File: src/rtl/hacc_array.sv
// rtl/hacc_array.sv - windowed per-channel popcount accumulator array
// Each window sums popcounts over 2**OWID enabled cycles and publishes saturated totals.
module hacc_array #(
  parameter int IDIM = 4,
  parameter int ADIM = 32,
  parameter int OWID = 8,
  parameter int IWID = 16
) (
  input  logic                             clk,
  input  logic                             rst,
  input  logic                             iStart,
  input  logic                             iEn,
  input  logic [ADIM-1:0][IDIM-1:0]        iBit,
  output logic                             oBusy,
  output logic                             oValid,
  output logic [IDIM-1:0][IWID-1:0]        oData
);

  localparam int WLEN = 2 ** OWID;
  localparam int AWID = $clog2(ADIM * WLEN + 1);
  localparam int PWID = $clog2(ADIM + 1);
  // One spare bit so the saturation compare never needs a zero-width slice.
  localparam int SWID = ((AWID > IWID) ? AWID : IWID) + 1;
  localparam logic [SWID-1:0] OMAX = (SWID'(1) << IWID) - SWID'(1);
  localparam logic [OWID:0]   LAST = (OWID + 1)'(WLEN - 1);
  localparam logic [OWID:0]   ONE  = (OWID + 1)'(1);

  typedef enum logic {IDLE, RUN} state_t;

  state_t                        state, state_n;
  logic [OWID:0]                 cnt;
  logic [IDIM-1:0][AWID-1:0]     acc;
  logic [IDIM-1:0][AWID-1:0]     acc_sum;
  logic [IDIM-1:0][PWID-1:0]     pop;
  logic                          clear;
  logic                          count_en;
  logic                          done;

  function automatic logic [IWID-1:0] sat(input logic [AWID-1:0] v);
    logic [SWID-1:0] w;
    w = SWID'(v);
    if (w > OMAX) return '1;
    return w[IWID-1:0];
  endfunction

  always_comb begin
    for (int c = 0; c < IDIM; c++) begin
      pop[c] = '0;
      for (int a = 0; a < ADIM; a++) begin
        pop[c] = pop[c] + PWID'(iBit[a][c]);
      end
      acc_sum[c] = acc[c] + AWID'(pop[c]);
    end
  end

  always_ff @(posedge clk) begin
    if (rst) state <= IDLE;
    else     state <= state_n;
  end

  always_comb begin
    state_n  = state;
    clear    = 1'b0;
    count_en = 1'b0;
    done     = 1'b0;
    case (state)
      IDLE: begin
        if (iStart) begin
          clear   = 1'b1;
          state_n = RUN;
        end
      end
      RUN: begin
        if (iEn) begin
          count_en = 1'b1;
          // This counted cycle brings the counter to WLEN and is itself included.
          if (cnt == LAST) begin
            done    = 1'b1;
            state_n = IDLE;
          end
        end
      end
      default: state_n = IDLE;
    endcase
  end

  always_ff @(posedge clk) begin
    if (rst) begin
      cnt    <= '0;
      acc    <= '0;
      oValid <= 1'b0;
      oData  <= '0;
    end else begin
      oValid <= done;
      if (clear) begin
        cnt <= '0;
        acc <= '0;
      end else if (count_en) begin
        cnt <= cnt + ONE;
        acc <= acc_sum;
      end
      if (done) begin
        for (int c = 0; c < IDIM; c++) begin
          oData[c] <= sat(acc_sum[c]);
        end
      end
    end
  end

  assign oBusy = (state == RUN);

endmodule

File: config.mk
export PLATFORM = sky130hd
export DESIGN_NAME = hacc_array
export DESIGN_NICKNAME = d
export VERILOG_FILES = /design/src/rtl/hacc_array.sv
export SDC_FILE = /design/constraint.sdc
export NUM_CORES = 1
export LEC_CHECK = 0
export ABC_AREA = 0
export CAP_MARGIN = 5
export CORE_ASPECT_RATIO = 0.8
export CORE_MARGIN = 2
export CORE_UTILIZATION = 54
export CTS_BUF_LIST = sky130_fd_sc_hd__clkbuf_8
export DETAILED_ROUTE_END_ITERATION = 6
export DONT_BUFFER_PORTS = 1
export GPL_TIMING_DRIVEN = 0
export PLACE_DENSITY = 0.69
export SETUP_SLACK_MARGIN = 0.15
export SLEW_MARGIN = 40
export SYNTH_ARGS = -nofsm -noshare
export SYNTH_HDL_FRONTEND = slang
export SYNTH_SLANG_ARGS = --single-unit
File: constraint.sdc
create_clock -name clk -period 8.4 [get_ports clk]
set_input_delay 1.68 -clock clk [delete_from_list [all_inputs] [get_ports clk]]
set_output_delay 1.68 -clock clk [all_outputs]
set_load 0.05 [all_outputs]
; ---- Yosys cells after proc, flatten, opt, wreduce, memory -nomap -nowiden
; Index checks and enable logic that the tools add are counted.
[word_totals]
register_bits = 123
input_bits = 132
[classes]
n_addsub = 129
n_eq_ne = 1
n_mux = 10
bitwise_logic = 1
reduce_logical = 1
[ops]
columns = op, count
row1 = adder 6 x 1 -> 6 bit, 104
row2 = adder 14 x 6 -> 14 bit, 4
row3 = adder 5 x 1 -> 6 bit, 4
row4 = adder 4 x 1 -> 5 bit, 4
row5 = adder 3 x 1 -> 4 bit, 4
row6 = adder 2 x 1 -> 3 bit, 4
row7 = adder 9 x 1 -> 9 bit (second input constant), 1
row8 = == test 9 x 8 -> 1 bit (second input constant), 1
row9 = 2-to-1 mux 1 bit, 9
row10 = adder 1 x 1 -> 2 bit, 4
row11 = case mux 1 bit (2 select lines), 1
row12 = OR reduction 2 bit, 1
row13 = NOT 1 bit, 1

; ---- Logic depth before layout (Yosys ltp)
; Gate-level depths: netlist of run 1.
[depth]
ltp_word = 32
ltp_mapped = 19
mapped_depth_nobuf = 19

; ---- Worst setup path before layout of run 1
; No wires, ideal clock.
[synth_path]
path_type = input -> register
from = input iBit[0] (netlist bit)
to = register oData[10] (netlist bit)
setup_time_ns = 0.091
arrival_time_ns = 6.553
slack_ns = 1.757
cell_stages = 15
path_cell_list = fa_1 > inv_1 > fa_1 > fa_1 > fa_1 > fa_1 > fa_1 > inv_1 > fa_1 > fa_1 > a211oi_1 > o21bai_1 > o21ai_1 > o21ai_0 > a311oi_1
[synth_between]
elab_chain_cells = 32
[synth_rtl]
columns = element, line
row1 = from (decl), 13  ; input logic [ADIM-1:0][IDIM-1:0] iBit,
row2 = adder 1 x 1 -> 2 bit, 50  ; pop[c] = pop[c] + PWID'(iBit[a][c]);
row3 = adder 2 x 1 -> 3 bit, 50
row4 = adder 3 x 1 -> 4 bit, 50
row5 = adder 4 x 1 -> 5 bit, 50
row6 = adder 5 x 1 -> 6 bit, 50
row7 = adder 6 x 1 -> 6 bit (26 in a row), 50
row8 = adder 14 x 6 -> 14 bit, 52  ; acc_sum[c] = acc[c] + AWID'(pop[c]);
row9 = "to (signal, indexed assignment)", 104  ; oData[c] <= sat(acc_sum[c]);
row10 = to (decl), 16  ; output logic [IDIM-1:0][IWID-1:0] oData
; No other way between the ends.
; A chain may end at the register's enable or synchronous reset.

; ---- Worst setup path in the final report of run 1
[layout_path]
from = input iBit[0] (netlist bit)
to = register oData[12] (netlist bit)
; The elaborated chain is that of the path after synthesis.

==> results of run 1 <==
## Yosys cell counts (2+ instances only)
master,n,area (um2)
inv_1,164,616
dfxtp_1,123,2460
fa_1,104,2080
nand2_1,100,375
nor2_1,97,364
a21oi_1,74,370
ha_1,62,776
xnor2_1,36,315
clkbuf_1,34,128
a211oi_1,31,233
xor2_1,29,254
o21ai_0,27,135
nor3_1,14,70.1
or3_1,13,81.3
nand3_1,11,55.1
o211ai_1,10,75.1
buf_4,8,60.1
nand4_1,8,50.1
a311oi_1,7,61.3
a21o_1,6,45.0
and3_1,5,31.3
o21a_1,5,37.5
nand3b_1,4,30.0
o21ai_1,4,20.0
and2_1,3,18.8
buf_1,3,11.3
nand2b_1,3,18.8
a211oi_2,2,25.0
o2111ai_1,2,17.5
o21bai_1,2,15.0
or2_2,2,12.5
## state kept, by name, summed over array words and instances, names as in the netlist
| register | flops |
|---|---|
| acc | 56 |
| cnt | 9 |
| oBusy | 1 |
| oData | 56 |
| oValid | 1 |
## through the flow
step | util | setup WS, ns | hold WS [ns] | power [mW]
5_1_grt | 0.590 | 1.40 | 0.472 | 4.42
6_report | 0.590 | 1.62 | 0.456 | 3.99
2_1_floorplan | - | 1.76 | 0.436 | 2.83
3_5_place_dp | 0.566 | 1.19 | 0.446 | 3.48
3_3_place_gp | 0.566 | 1.22 | 0.445 | 3.45
4_1_cts | 0.590 | 1.58 | 0.456 | 4.02
## worst paths after layout
kind | start | end | slack [ns]
min | acc[47]$_SDFFE_PP0P_ | acc[47]$_SDFFE_PP0P_ | 0.46
max | iBit[0] | oData[12]$_SDFFE_PP0P_ | 1.62
min reg2reg | acc[47]$_SDFFE_PP0P_ | acc[47]$_SDFFE_PP0P_ | 0.46
max reg2reg | acc[0]$_SDFFE_PP0P_ | oData[12]$_SDFFE_PP0P_ | 3.03
## power breakdown
part           leakage (nW)  internal [mW]  switching (mW)  total, mW
Combinational          2.99           1.16            1.68       2.84
Sequential            0.992          0.609          0.0179      0.627
Clock                 0.206          0.276           0.249      0.525
## routing by layer
metal / wire length (um) / vias up / track usage / part of all wire
met2: 9170 / 217 / 0.364 / 0.45
met3: 1690 / 23 / 0.0667 / 0.084
met5: 0 / - / 0 / 0
met4: 240 / 0 / 0.0530 / 0.012
met1: 9070 / 3155 / 0.329 / 0.45
li1: - / 3284 / - / -
## final cells by class
cell class	count	area (um2)	area share
clock buffer	19	262	0.0271
inverter	164	616	0.0637
sequential	123	2460	0.255
buffer	45	199	0.0206
clock inverter	13	128	0.0132
multi-input combinational	684	5730	0.592
tap	220	275	0.0285
## worst max-delay path, cell delays in order
cell and delay, ns:
fa_1 0.55, inv_1 0.06, fa_1 0.53, fa_1 0.44, fa_1 0.55, fa_1 0.44, fa_1 0.50, inv_1 0.05
fa_1 0.42, fa_1 0.44, a211oi_1 0.26, o21bai_1 0.15, o21ai_1 0.57, o21ai_0 0.18, a311oi_1 0.32
## cell families (layout without fill, tap and decap cells)
group / Yosys count / count (layout) / share of synthesized area
AND/OR/NAND/NOR: 266 / 266 / 0.129
buffers and inverters: 209 / 241 / 0.0907
AO/OA/AOI/OAI: 179 / 179 / 0.124
adder cells (fa/ha/maj): 166 / 166 / 0.318
flip-flops: 123 / 123 / 0.274
XOR/XNOR: 65 / 65 / 0.0634
other: 1 / 8 / 0.000418
==> results.json, run 1 <==
{
  "outcome": "completed",
  "peakVddDrop_mv": 0.395,
  "clk_latency_ns": 0.46,
  "ioPinCount": 198,
  "setup_viol": 0,
  "post_cts_buffers": 0,
  "skew_ns": 0.0154,
  "core_mm2": 0.0164,
  "area_growth_pct": 7.69,
  "holdPathStages": 2,
  "ys_ff_latch": 123,
  "power_leakage_nw": 4.19,
  "avgSynthCellArea_um2": 8.90,
  "grt_pass1_wl_um": 32200,
  "worstHoldPathType": "register to register",
  "vias": 6679,
  "p_per_area_mw_per_mm2": 413,
  "grt_pass1_vias": 6365,
  "ff2ff_path_depth": 14,
  "drt-wirelength-per-cell_um": 15.9,
  "yosys_warnings": 0,
  "path_max_fanout": 8,
  "max_slew_margin": 0.539,
  "fmax_mhz": 148,
  "rsz0062_at_grt": "no",
  "setup.worst_path.end_class": "register",
  "required_ns": 8.76,
  "nets": 1333,
  "ys_async_sr_fraction": 0,
  "design.die.area_mm2": 0.0177,
  "gp_congestion": 0.875,
  "clock-root-buffer": "clkbuf_8",
  "antenna_cells": 0,
  "portBuffers": 0,
  "cts_tree": "built",
  "fillCellCount": 1492,
  "cp.arrival_ns": 7.14,
  "antenna_found_initial": 0,
  "ys.flop_type": "dfxtp_1",
  "route.detailed.drc": 0,
  "start_util": 0.547,
  "vias_per_cell": 5.27,
  "cts_buffers": 17,
  "synthDistinctLibCells": 47,
  "drt-pass1-iter-count": 5,
  "track_usage": 0.235,
  "htreeDepth": 4,
  "post-dp-hpwl_um": 16000,
  "mappedNetlistArea_mm2": 0.00898,
  "synth_edf_count": 0,
  "finalCritPeriodShare": 0.807,
  "maxCapViolations": 0,
  "dpl-instance-area_mm2": 0.00928,
  "seq_area_frac_synth": 0.274,
  "cts_hold_buf": 0,
  "syn_inst": 1009,
  "final_cell_mix": "167 x inv_1, 123 x dfxtp_1, 104 x fa_1",
  "period_needed_ns": 6.78,
  "cts.sinks": 123,
  "clockBufferDepth": 2,
  "post_cts_resized": 0,
  "worstMarginPinSlew_ns": 0.686,
  "critical_path.startpoint_type": "input port",
  "totalWireLength_um": 20200,
  "finalNonFillerCells": 1268,
  "hold_viol": 0,
  "path_class": "input port to register",
  "place_inst": 1236,
  "slew_violations": 0,
  "die_y_um": 119,
  "drtIter0Drc": 367,
  "final_common_cell": "inv_1",
  "setup_total_negative_slack_ns": 0,
  "clkSlewWorstSetupHoldPaths_ns": 0.07,
  "die_w_um": 148,
  "fin_area_mm2": 0.00967,
  "rows": 42,
  "overflow": 0,
  "layout-drive-gt1-share": 0.0448,
  "grt_max_degree": 17,
  "ant_nets": 0
}
Power figures use the tool's default switching activity.
==> run 2, diff against run 1 <==
--- a/config.mk
+++ b/config.mk
@@ -14,7 +14,7 @@
 export DETAILED_ROUTE_END_ITERATION = 6
 export DONT_BUFFER_PORTS = 1
 export GPL_TIMING_DRIVEN = 0
-export PLACE_DENSITY = 0.69
+export PLACE_DENSITY = 0.72
 export SETUP_SLACK_MARGIN = 0.15
 export SLEW_MARGIN = 40
 export SYNTH_ARGS = -nofsm -noshare
==> constraint.sdc (replaced) <==
create_clock -name clk -period 5.48 [get_ports clk]
set_input_delay 1.096 -clock clk [delete_from_list [all_inputs] [get_ports clk]]
set_output_delay 1.096 -clock clk [all_outputs]
set_load 0.05 [all_outputs]
==> run 2 against run 1 <==
Net effect: clock skew down 0.0031 ns; critical path depth up 1; design area up 8.7%; die area unchanged; setup slack worse by 1.8 ns; power up 100%; clock-buffer cell count up 2; the run now ends with setup timing left; hold slack better by 0.0054 ns; sequential cell count unchanged.
==> results.json, run 2 (same netlist as run 1, synthesis figures left out) <==
{
  "outcome": "finished with violations",
  "failed_checks": "setup timing",
  "rows": 42,
  "maxCapViolations": 0,
  "slew_violations": 0,
  "cts_tree": "built",
  "die_w_um": 148,
  "use_met2": 0.391,
  "switchingPower_mw": 3.71,
  "required_ns": 5.79,
  "finalCritPeriodShare": 1.03,
  "fin_ws_ns": -0.137,
  "clk_latency_ns": 0.45,
  "antenna_found_initial": 0,
  "overflow": 0,
  "worstHoldPathType": "register to register",
  "antenna_cells": 0,
  "rsz0062_at_grt": "yes",
  "totalWireLength_um": 21800,
  "design.die.area_mm2": 0.0177,
  "portBuffers": 0,
  "p_seq_frac": 0.119,
  "layout-drive-gt1-share": 0.168,
  "grt_max_degree": 17,
  "area_growth_pct": 17.1,
  "drtIter0Drc": 455,
  "skew_ns": 0.0122,
  "grt_pass1_wl_um": 33600,
  "ant_nets": 0,
  "grt_pass1_vias": 6519,
  "setup_total_negative_slack_ns": -1.91,
  "comb_power_share": 0.789,
  "vias_per_cell": 5.37,
  "route.detailed.drc": 0,
  "cts.sinks": 123,
  "grt_use_met1": 0.323,
  "drt-wirelength-per-cell_um": 16.7,
  "p_sw_frac": 0.461,
  "path_class": "input port to register",
  "final_cell_mix": "158 x inv_1, 123 x dfxtp_1, 97 x nand2_1",
  "fmax_mhz": 178,
  "p_int_mw": 4.33,
  "worstMarginPinSlew_ns": 0.753,
  "period_needed_ns": 5.62,
  "final_common_cell": "inv_1",
  "track_usage": 0.244,
  "reg_top3": "acc x56, oData x56, cnt x9",
  "whs_ns": 0.461,
  "clockBufferDepth": 2,
  "finalNonFillerCells": 1302,
  "nets": 1370,
  "busiest_layer": "met2",
  "ioPinCount": 198,
  "vias": 6989,
  "setup.worst_path.end_class": "register",
  "start_util": 0.547,
  "drt-pass1-iter-count": 5,
  "critical_path.startpoint_type": "input port",
  "htreeDepth": 4,
  "core_mm2": 0.0164,
  "setup_viol": 28,
  "grt_util_met3": 0.0732,
  "power_leakage_nw": 4.44,
  "clock-root-buffer": "clkbuf_8",
  "post-dp-hpwl_um": 16400,
  "gp_congestion": 0.890,
  "hold_viol": 0,
  "cts_buffers": 17,
  "die_y_um": 119,
  "cp.arrival_ns": 5.93,
  "path_max_fanout": 5,
  "p_clk_frac": 0.091,
  "clkSlewWorstSetupHoldPaths_ns": 0.07,
  "final_core_util": 0.641,
  "p_per_area_mw_per_mm2": 764,
  "place_inst": 1236,
  "max_slew_margin": 0.498,
  "peakVddDrop_mv": 0.971
}
-- run 2: cell count changes in the layout (fill, tap and decap cells not counted), moves of 13 or more --
cell	before	now
a21oi_2	0	17
o21ai_0	27	14
buf_6	0	18
a21oi_1	74	56
buf_4	8	27
-- run 2: routing by layer --
layer,up-vias,wire [um],share of wire
met5,-,0,0
met4,0,480,0.022
met3,41,1620,0.074
met2,220,10400,0.48
met1,3391,9290,0.43
li1,3337,-,-
-- run 2: area by class of cell --
cell class	count	area, um2
buffer	45	199
timing repair buffer	37	345
clock buffer	21	289
inverter	164	616
sequential	123	2460
clock inverter	8	57.6
tap	220	275
fill	1345	5880
multi-input combinational	684	6270
-- run 2: power by group through the flow --
stage / Combinational, mW / Clock, mW / Sequential, mW
6_report: 6.34 / 0.733 / 0.959
5_1_grt: 6.97 / 0.775 / 0.963
4_1_cts: 5.45 / 0.729 / 0.958
3_5_place_dp: 4.89 / 0 / 0.978
3_3_place_gp: 4.83 / 0 / 0.978
2_1_floorplan: 3.87 / 0 / 0.972
-- run 2: through the flow --
stage                     instance area [um2]  setup WS, ns  total power [mW]
after CTS                               10100        -0.128              7.14
after global placement                   9440        -0.638              5.81
after floorplan                          9160        -0.324              4.85
after global routing                    10500        -0.336              8.70
final                                   10500        -0.137              8.04
after detailed placement                 9440        -0.753              5.87
-- run 2: repair_timing --
action,CTS,global route
buffers inserted,18,19
hold buffers,0,0
endpoints found under the setup margin,51,75
pin swaps,52,66
resized for setup,30,71
-- run 2: worst max-delay path: stages --
cell and delay [ns]:
fa_1 0.54, inv_2 0.04, fa_2 0.55, fa_2 0.45, fa_1 0.53, fa_2 0.44
fa_1 0.49, inv_1 0.05, fa_2 0.36, fa_2 0.38, a211oi_2 0.21, o211ai_1 0.15
o211ai_1 0.27, nor3_2 0.11, xnor2_1 0.21, nor2_1 0.06
-- run 2: path summary, 6_finish.rpt --
| kind | startpoint | end | slack [ns] | depth (start not counted) |
|---|---|---|---|---|
| hold reg to reg | acc[18]$_SDFFE_PP0P_ | acc[18]$_SDFFE_PP0P_ | 0.46 | 2 |
| setup reg to reg | acc[42]$_SDFFE_PP0P_ | acc[54]$_SDFFE_PP0P_ | 0.65 | 15 |
| hold / removal | acc[18]$_SDFFE_PP0P_ | acc[18]$_SDFFE_PP0P_ | 0.46 | 2 |
| setup / recovery | iBit[3] | acc[54]$_SDFFE_PP0P_ | -0.14 | 16 |
